===== config.mk =====
export PLATFORM = sky130hd
export DESIGN_NAME = regfile_wb_arbiter
export DESIGN_NICKNAME = d
export VERILOG_FILES = /design/src/rtl/regfile_wb_arbiter.sv
export SDC_FILE = /design/constraint.sdc
export NUM_CORES = 1
export LEC_CHECK = 0
export ABC_AREA = 1
export CAP_MARGIN = 10
export CORE_ASPECT_RATIO = 0.5
export CORE_UTILIZATION = 30
export CTS_BUF_LIST = sky130_fd_sc_hd__clkbuf_2 sky130_fd_sc_hd__clkbuf_4 sky130_fd_sc_hd__clkbuf_8
export DETAILED_ROUTE_END_ITERATION = 8
export PLACE_DENSITY_LB_ADDON = 0.1
export SYNTH_ARGS = -nofsm -noshare
export SYNTH_HDL_FRONTEND = slang
export SYNTH_SLANG_ARGS = --single-unit

===== constraint.sdc =====
create_clock -name clk -period 3.55 [get_ports clk]
set_clock_uncertainty 0.15 [all_clocks]
set_input_delay 0.5325 -clock clk [delete_from_list [all_inputs] [get_ports clk]]
set_output_delay 0.5325 -clock clk [all_outputs]
set_load 0.03 [all_outputs]

===== src/rtl/regfile_wb_arbiter.sv =====
// ---------------------------------------------------------------------------
// regfile_wb_arbiter
//
// Shares the single register-file write port among NUM_REQ writeback
// requesters (ALU result, load return, CSR/MMIO return, ...). Each requester
// uses a valid/ready handshake. A round-robin arbiter picks one requester per
// cycle, and one registered output stage drives the regfile write port.
//
// Optional feature macro: WB_BYPASS_EN
//   When defined, this adds read-address inputs and forwarding outputs. Decode
//   can then see the value that the regfile is writing on this edge.
//
// Parameters
//   NUM_REQ  number of requesters (2..4)
//   DATA_W   write data width
//   ADDR_W   register address width
//
// Ports
//   clk           clock; all state updates on the rising edge
//   rst_n         asynchronous active-low reset
//   req_valid     per-requester write pending
//   req_ready     per-requester accept strobe (one-hot or zero, combinational)
//   req_addr      packed destination registers, requester i at [i*ADDR_W +: ADDR_W]
//   req_data      packed write data, requester i at [i*DATA_W +: DATA_W]
//   rf_we         registered regfile write enable
//   rf_wa         registered regfile write address
//   rf_wd         registered regfile write data
//   grant_id      index of the requester accepted on the previous edge
//   conflict_cnt  saturating count of cycles with two or more valid requests
//   byp_ra1/2     (WB_BYPASS_EN) regfile read addresses
//   byp_hit1/2    (WB_BYPASS_EN) in-flight write matches the read address
//   byp_data1/2   (WB_BYPASS_EN) forwarded write data
// ---------------------------------------------------------------------------
module regfile_wb_arbiter #(
  parameter int NUM_REQ = 2,
  parameter int DATA_W  = 32,
  parameter int ADDR_W  = 5
) (
  input  logic                      clk,
  input  logic                      rst_n,
  input  logic [NUM_REQ-1:0]        req_valid,
  output logic [NUM_REQ-1:0]        req_ready,
  input  logic [NUM_REQ*ADDR_W-1:0] req_addr,
  input  logic [NUM_REQ*DATA_W-1:0] req_data,
  output logic                      rf_we,
  output logic [ADDR_W-1:0]         rf_wa,
  output logic [DATA_W-1:0]         rf_wd,
  output logic [1:0]                grant_id,
`ifdef WB_BYPASS_EN
  input  logic [ADDR_W-1:0]         byp_ra1,
  input  logic [ADDR_W-1:0]         byp_ra2,
  output logic                      byp_hit1,
  output logic                      byp_hit2,
  output logic [DATA_W-1:0]         byp_data1,
  output logic [DATA_W-1:0]         byp_data2,
`endif
  output logic [15:0]               conflict_cnt
);

  logic [1:0]        rr_ptr;
  logic [1:0]        sel;
  logic              accept;
  logic [ADDR_W-1:0] sel_addr;
  logic [DATA_W-1:0] sel_data;
  logic [2:0]        cand;
  logic              found;
  logic [2:0]        valid_count;
  logic              multi_valid;

  // Round-robin search. Candidate k is (rr_ptr + k) wrapped at NUM_REQ.
  // The first valid candidate wins. Ready is held low during reset so that
  // no requester sees a handshake that would then be dropped.
  always_comb begin
    req_ready = '0;
    sel       = '0;
    found     = 1'b0;
    cand      = '0;
    for (int k = 0; k < NUM_REQ; k++) begin
      cand = {1'b0, rr_ptr} + 3'(k);
      if (cand >= 3'(NUM_REQ)) begin
        cand = cand - 3'(NUM_REQ);
      end
      for (int i = 0; i < NUM_REQ; i++) begin
        if (!found && rst_n && (3'(i) == cand) && req_valid[i]) begin
          req_ready[i] = 1'b1;
          sel          = 2'(i);
          found        = 1'b1;
        end
      end
    end
  end

  assign accept = |req_ready;

  // Payload mux driven by the one-hot ready vector.
  always_comb begin
    sel_addr = '0;
    sel_data = '0;
    for (int i = 0; i < NUM_REQ; i++) begin
      if (req_ready[i]) begin
        sel_addr = req_addr[i*ADDR_W +: ADDR_W];
        sel_data = req_data[i*DATA_W +: DATA_W];
      end
    end
  end

  // Population count of the valid requests, used for contention statistics.
  always_comb begin
    valid_count = '0;
    for (int i = 0; i < NUM_REQ; i++) begin
      valid_count = valid_count + {2'b00, req_valid[i]};
    end
  end

  assign multi_valid = (valid_count >= 3'd2);

  // Output stage. A write to r0 still completes its handshake, but the write
  // enable is suppressed so that r0 is never modified. With no acceptance,
  // only the enable drops and the rest holds.
  always_ff @(posedge clk or negedge rst_n) begin
    if (!rst_n) begin
      rf_we    <= 1'b0;
      rf_wa    <= '0;
      rf_wd    <= '0;
      grant_id <= '0;
      rr_ptr   <= '0;
    end else if (accept) begin
      rf_we    <= (sel_addr != '0);
      rf_wa    <= sel_addr;
      rf_wd    <= sel_data;
      grant_id <= sel;
      rr_ptr   <= (sel == 2'(NUM_REQ-1)) ? 2'd0 : sel + 2'd1;
    end else begin
      rf_we    <= 1'b0;
    end
  end

  // Contention counter; it saturates rather than wrapping.
  always_ff @(posedge clk or negedge rst_n) begin
    if (!rst_n) begin
      conflict_cnt <= '0;
    end else if (multi_valid && (conflict_cnt != 16'hFFFF)) begin
      conflict_cnt <= conflict_cnt + 16'd1;
    end
  end

`ifdef WB_BYPASS_EN
  // Forward the write that is landing in the regfile on this edge. r0 reads
  // never hit because r0 is hardwired to zero.
  assign byp_hit1  = rf_we && (rf_wa == byp_ra1) && (byp_ra1 != '0);
  assign byp_hit2  = rf_we && (rf_wa == byp_ra2) && (byp_ra2 != '0);
  assign byp_data1 = rf_wd;
  assign byp_data2 = rf_wd;
`endif

endmodule


==> results of run 1 <==
[synth_stat cells, drive strengths merged]
library cell  count
nand4             4
nand2           190
nand3b            2
xnor2             5
o21ai             8
nor2             24
buf              14
conb              1
a21o              2
clkbuf            1
nand3            43
ha                1
a21oi             1
inv              19
dfrtp            56
[cell usage in the layout (no fill, tap or decap)]
master	count
xnor2_1	5
buf_4	6
nand2_1	187
a21oi_1	1
nand2_2	2
o21ai_0	6
inv_2	1
nor2_2	6
clkdlybuf4s50_1	132
nor2_1	16
nand4_1	4
o21ai_1	1
nand3_1	42
nand3_4	1
clkbuf_8	6
o21ai_2	1
conb_1	1
buf_2	1
nand2_4	1
inv_1	18
clkinvlp_4	2
nand3b_1	2
dfrtp_1	56
ha_1	1
a21o_1	2
nor2_4	2
[critical path: cells and delay by family]
kind                   cells  cell delay, ps
AND/OR/NAND/NOR            2             490
buffers and inverters      2            1260
[sequential cells by signal (all words and copies together), names as in the netlist]
register	cells
conflict_cnt	16
grant_id	1
rf_wa	5
rf_wd	32
rf_we	1
rr_ptr	1
[power by group]
| part | switching (mW) | internal (mW) |
|---|---|---|
| combinational | 0.417 | 0.334 |
| sequential | 0.0860 | 0.745 |
| clock | 0.225 | 0.159 |
| total | 0.728 | 1.24 |
[stage by stage]
step	power (mW)	util	worst slack, ps	instance area [sq um]
4_1_cts	2.000	0.4866	558.4	4325
6_report	1.965	0.4866	580.0	4325
5_1_grt	2.090	0.4866	481.2	4325
3_3_place_gp	1.598	0.4756	589.9	4228
3_5_place_dp	1.603	0.4756	562.9	4228
2_1_floorplan	1.232	-	1671	2801
[logic make-up (layout without fill, tap and decap cells)]
logic type | count (synthesis) | count (layout) | share of synthesized area
simple gates | 263 | 263 | 0.3957
compound gates | 11 | 11 | 0.02277
other cells | 1 | 1 | 0.001339
fa+ha+maj | 1 | 1 | 0.004466
buf+inv | 34 | 166 | 0.05984
xor+xnor | 5 | 5 | 0.01563
flops | 56 | 56 | 0.5002
[cell type report]
cell class                 count  area [sq um]
clock inverter                 2         15.01
timing repair buffer         139          1371
multi-input combinational    281          1237
tap                          117         146.4
inverter                      19         71.32
sequential                    56          1401
fill                         908          4563
clock buffer                   6         82.58
[per-layer routing]
layer | part of all wire | wire (um) | GRT usage
met1 | 0.43 | 3320 | 0.1993
met2 | 0.48 | 3645 | 0.2848
met5 | 0 | 0 | 0
met3 | 0.076 | 579 | 0.06653
met4 | 0.013 | 102 | 0.05185
[path summary, 6_finish.rpt]
check	startpoint	slack [ps]	to
max in group asynchronous	rst_n	2540	rf_wd[13]
hold / removal	rst_n	230	rr_ptr[0]
setup / recovery	req_valid[0]	580	req_ready[0]
hold reg to reg	rf_wd[18]	340	rf_wd[18]
setup reg to reg	rr_ptr[0]	1490	rf_wd[10]
min in group clk	rf_wd[18]	340	rf_wd[18]
==> results.toml, run 1 <==
[worst_setup_path]
worstPathMaxFanout = 10
cpPeakStageDelay_ps = 760
cp-start-kind = "input port"
cp.arrival_ps = 2290
crit_slowest_cell = "clkdlybuf4s50_1"
r2r_cells = 8
critPathKind = "input port to primary output"
crit_chain = "clkdlybuf4s50_1 -> nand2_1 -> nor2_2 -> clkdlybuf4s50_1"
path_common_cell = "clkdlybuf4s50_1"
end_kind = "primary output"
critical_path_required_ps = 2870

[grt]
grt_pass1_vias = 2629
grt_pass1_wl_mm = 12.77
grt_start_max_net_pins = 57
grt-ovfl-total = 0
antenna_found_initial = 0
grt_use_total = 0.1689

[detailed_routing]
drc_errors = 0
antenna_left = 0
viasPerCell = 4.344
wl_mm = 7.648
drt_iter0_drc = 120
post_drt_wl_per_cell_um = 12.34
vias = 2693
firstDrtPassIters = 6

[die]
fp.dieW_um = 138.7
rows = 24
coreArea_sq_um = 8889
pin_count = 136
initial_utilization = 0.3152
dieArea_sq_um = 9752
die_y_um = 70.33

[status]
outcome = "complete, no violations"

[hold_path]
worstHoldPathType = "input port to asynchronous set/reset pin"

[clock_network]
cts_tree = "done"
post_cts_buffers = 0
cts_resized = 0
numCtsBuffers = 5
cts_hold_buf = 0
clock_sinks = 56
clock_latency_ps = 320
cts_buffer_depth = 2
htree_levels = 2
path_clk_slew_ps = 100
clockRootBuffer = "clkbuf_8"

[logic_synthesis]
syn_inst = 371
synth_top_area_frac = 0.5002
yosysUniqueCellTypes = 25
synth.yosys.seq_area_share = 0.5002
yosys_register_bits = 56
ys.warnings.count = 0
synthTopCellsByArea = "dfrtp_1 (50%), nand2_1 (25%), nand3_1 (7.5%)"
postSynthAreaPerCell_sq_um = 7.551
syn_area_sq_um = 2801
yosysTopAreaCell = "dfrtp_1"
syn-num-nets = 450

[layout]
n_antenna_cell = 0
nets = 581
synthToLayoutAreaGrowth_pct = 54.40
fin_cells = 620
drive_gt1_frac = 0.05765

[place]
placed_cells = 612
place.gp.congestion = 0.7461
port_buffers = 134
dp_hpwl_mm = 5.611

[pwr]
powerDensity_nw_per_um2 = 454.3
ir_worst_vdd_v = 0.0001710
p_leak_nw = 1.948

[sta]
rsz0062_at_grt = "false"
final_max_slew_viol_count = 0
setup_viol = 0
timing.final.crit_share = 0.8366
hold_violations = 0
max_freq_mhz = 336.7
tns_ps = 0
period_minus_slack_ps = 2970
worst_pin_slew_ps = 729.3
worst_hold_slack_ps = 231.3
slew_headroom = 0.5138

[job]
max_cap_viol_count = 0
Power figures use the tool's default switching activity.
==> inputs of run 2 (changes only) <==
==> constraint.sdc (replaced) <==
create_clock -name clk -period 2.92 [get_ports clk]
set_clock_uncertainty 0.15 [all_clocks]
set_input_delay 0.438 -clock clk [delete_from_list [all_inputs] [get_ports clk]]
set_output_delay 0.438 -clock clk [all_outputs]
set_load 0.03 [all_outputs]
==> run 2 against run 1 <==
Net effect:
- via count down 1.3%
- count of clock-buffer cells in the layout down 1
- final area up 0.32%
- hold slack better by 110 ps
- critical path depth up 2
- critical path type unchanged
- wire length down 0.48%
- sequential share of layout area down 0.10 points
- sequential power up 22%
- first-iteration DRC count down 6.7%
- largest power group unchanged
- register-to-register slack worse by 460 ps
==> results.toml, run 2 (same netlist as run 1, synthesis figures left out) <==
[die]
die_y_um = 70.33
rows = 24
initial_utilization = 0.3152
pin_count = 136
coreArea_sq_um = 8889
fp.dieW_um = 138.7
dieArea_sq_um = 9752

[pwr]
p_leak_nw = 1.965
ir_worst_vdd_v = 0.0002318
powerDensity_nw_per_um2 = 539.7

[detailed_routing]
post_drt_wl_per_cell_um = 12.22
viasPerCell = 4.268
vias = 2659
drc_errors = 0
wl_mm = 7.611
antenna_left = 0
firstDrtPassIters = 4
drt_iter0_drc = 112

[sta]
period_minus_slack_ps = 2575
timing.final.crit_share = 0.8817
rsz0062_at_grt = "false"
slew_headroom = 0.6314
max_freq_mhz = 388.4
setup_viol = 0
worst_pin_slew_ps = 552.2
hold_violations = 0
final_max_slew_viol_count = 0
tns_ps = 0

[place]
placed_cells = 615
port_buffers = 134
place.gp.congestion = 0.7771
dp_hpwl_mm = 5.648

[layout]
top_regs = "rf_wd (32), conflict_cnt (16), rf_wa (5)"
regArea_sq_um = 1401
layout_commonest_cell = "nand2_1"
n_antenna_cell = 0
regMostFlops = "rf_wd"
fill_cells = 886
fin_cells = 623
largest_reg_flops = 32
drive_gt1_frac = 0.06324
multi_input_area_sq_um = 1237
synthToLayoutAreaGrowth_pct = 54.89
nets = 585
final_cell_mix = "nand2_1 (187), clkdlybuf4s50_1 (131), dfrtp_1 (56)"

[worst_setup_path]
end_kind = "primary output"
worstPathMaxFanout = 23
critical_path_required_ps = 2330
critPathKind = "input port to primary output"
reg2reg_slack_ps = 1030
cp-start-kind = "input port"
cp.arrival_ps = 1990

[clock_network]
clock_sinks = 56
clockRootBuffer = "clkbuf_8"
cts_buffer_depth = 2
htree_levels = 2
numCtsBuffers = 5
post_cts_buffers = 0
path_clk_slew_ps = 100
clock_latency_ps = 310
cts_tree = "done"

[grt]
grt_use_total = 0.1649
antenna_found_initial = 0
grt_pass1_wl_mm = 12.71
grt_pass1_vias = 2673
grt-ovfl-total = 0
grt_start_max_net_pins = 35

[hold_path]
worstHoldPathType = "flop to flop"

[job]
max_cap_viol_count = 0

[status]
outcome = "complete, no violations"
[run 2: cell types whose count changed in the layout (fill, tap and decap cells not counted)]
cell,delta
buf_4,+4
clkdlybuf4s50_1,-1
clkinv_2,+1
clkinvlp_4,-1
dlygate4sd3_1,+1
clkbuf_8,-1
[run 2: worst max-delay path: stages]
cell and delay (ps):
dlygate4sd3_1 520, buf_2 140, buf_4 310, nand2_1 150
nor2_2 220, buf_4 200
[run 2: final timing paths]
| kind | from | depth (start not counted) | end |
|---|---|---|---|
| min in group asynchronous | rst_n | 3 | conflict_cnt[14] |
| max in group asynchronous | rst_n | 3 | rf_wd[29] |
| hold / removal | rf_wd[1] | 2 | rf_wd[1] |
| hold reg to reg | rf_wd[1] | 2 | rf_wd[1] |
| setup / recovery | rst_n | 6 | req_ready[0] |
| setup reg to reg | conflict_cnt[0] | 7 | conflict_cnt[7] |
[run 2: layer usage]
metal	track usage	wire length, um	vias to the layer above
met1	0.2005	3419	1177
met5	0	0	-
met3	0.05898	539	2
met4	0.03333	36	0
li1	-	-	1416
met2	0.2831	3616	64
[run 2: stage by stage]
stage	instance area [sq um]	hold slack [ps]	total power, mW	setup WS, ps	utilization
after global placement	4248	313.4	1.946	703.5	0.4779
after floorplan	2801	-7.591	1.498	1178	-
after global routing	4339	366.1	2.504	175.0	0.4882
after CTS	4339	343.8	2.381	288.8	0.4882
after detailed placement	4248	318.0	1.946	663.9	0.4779
final	4339	337.8	2.342	345.4	0.4882
[run 2: cell type report]
type                       count  share of cell area
multi-input combinational    281              0.2852
clock inverter                 2            0.002884
inverter                      19             0.01644
timing repair buffer         143              0.3230
tap                          117             0.03374
sequential                    56              0.3230
clock buffer                   5             0.01586
[run 2: timing repair]
item / CTS / global route
hold buffers: 1 / 0
hold endpoints to repair: 1 / 0
gates resized for setup: 0 / 0
[run 2: power by group]
part | total (mW) | switching, mW | internal (mW)
Combinational | 0.911 | 0.501 | 0.410
Clock | 0.421 | 0.258 | 0.164
Sequential | 1.01 | 0.104 | 0.906
Total | 2.34 | 0.863 | 1.48
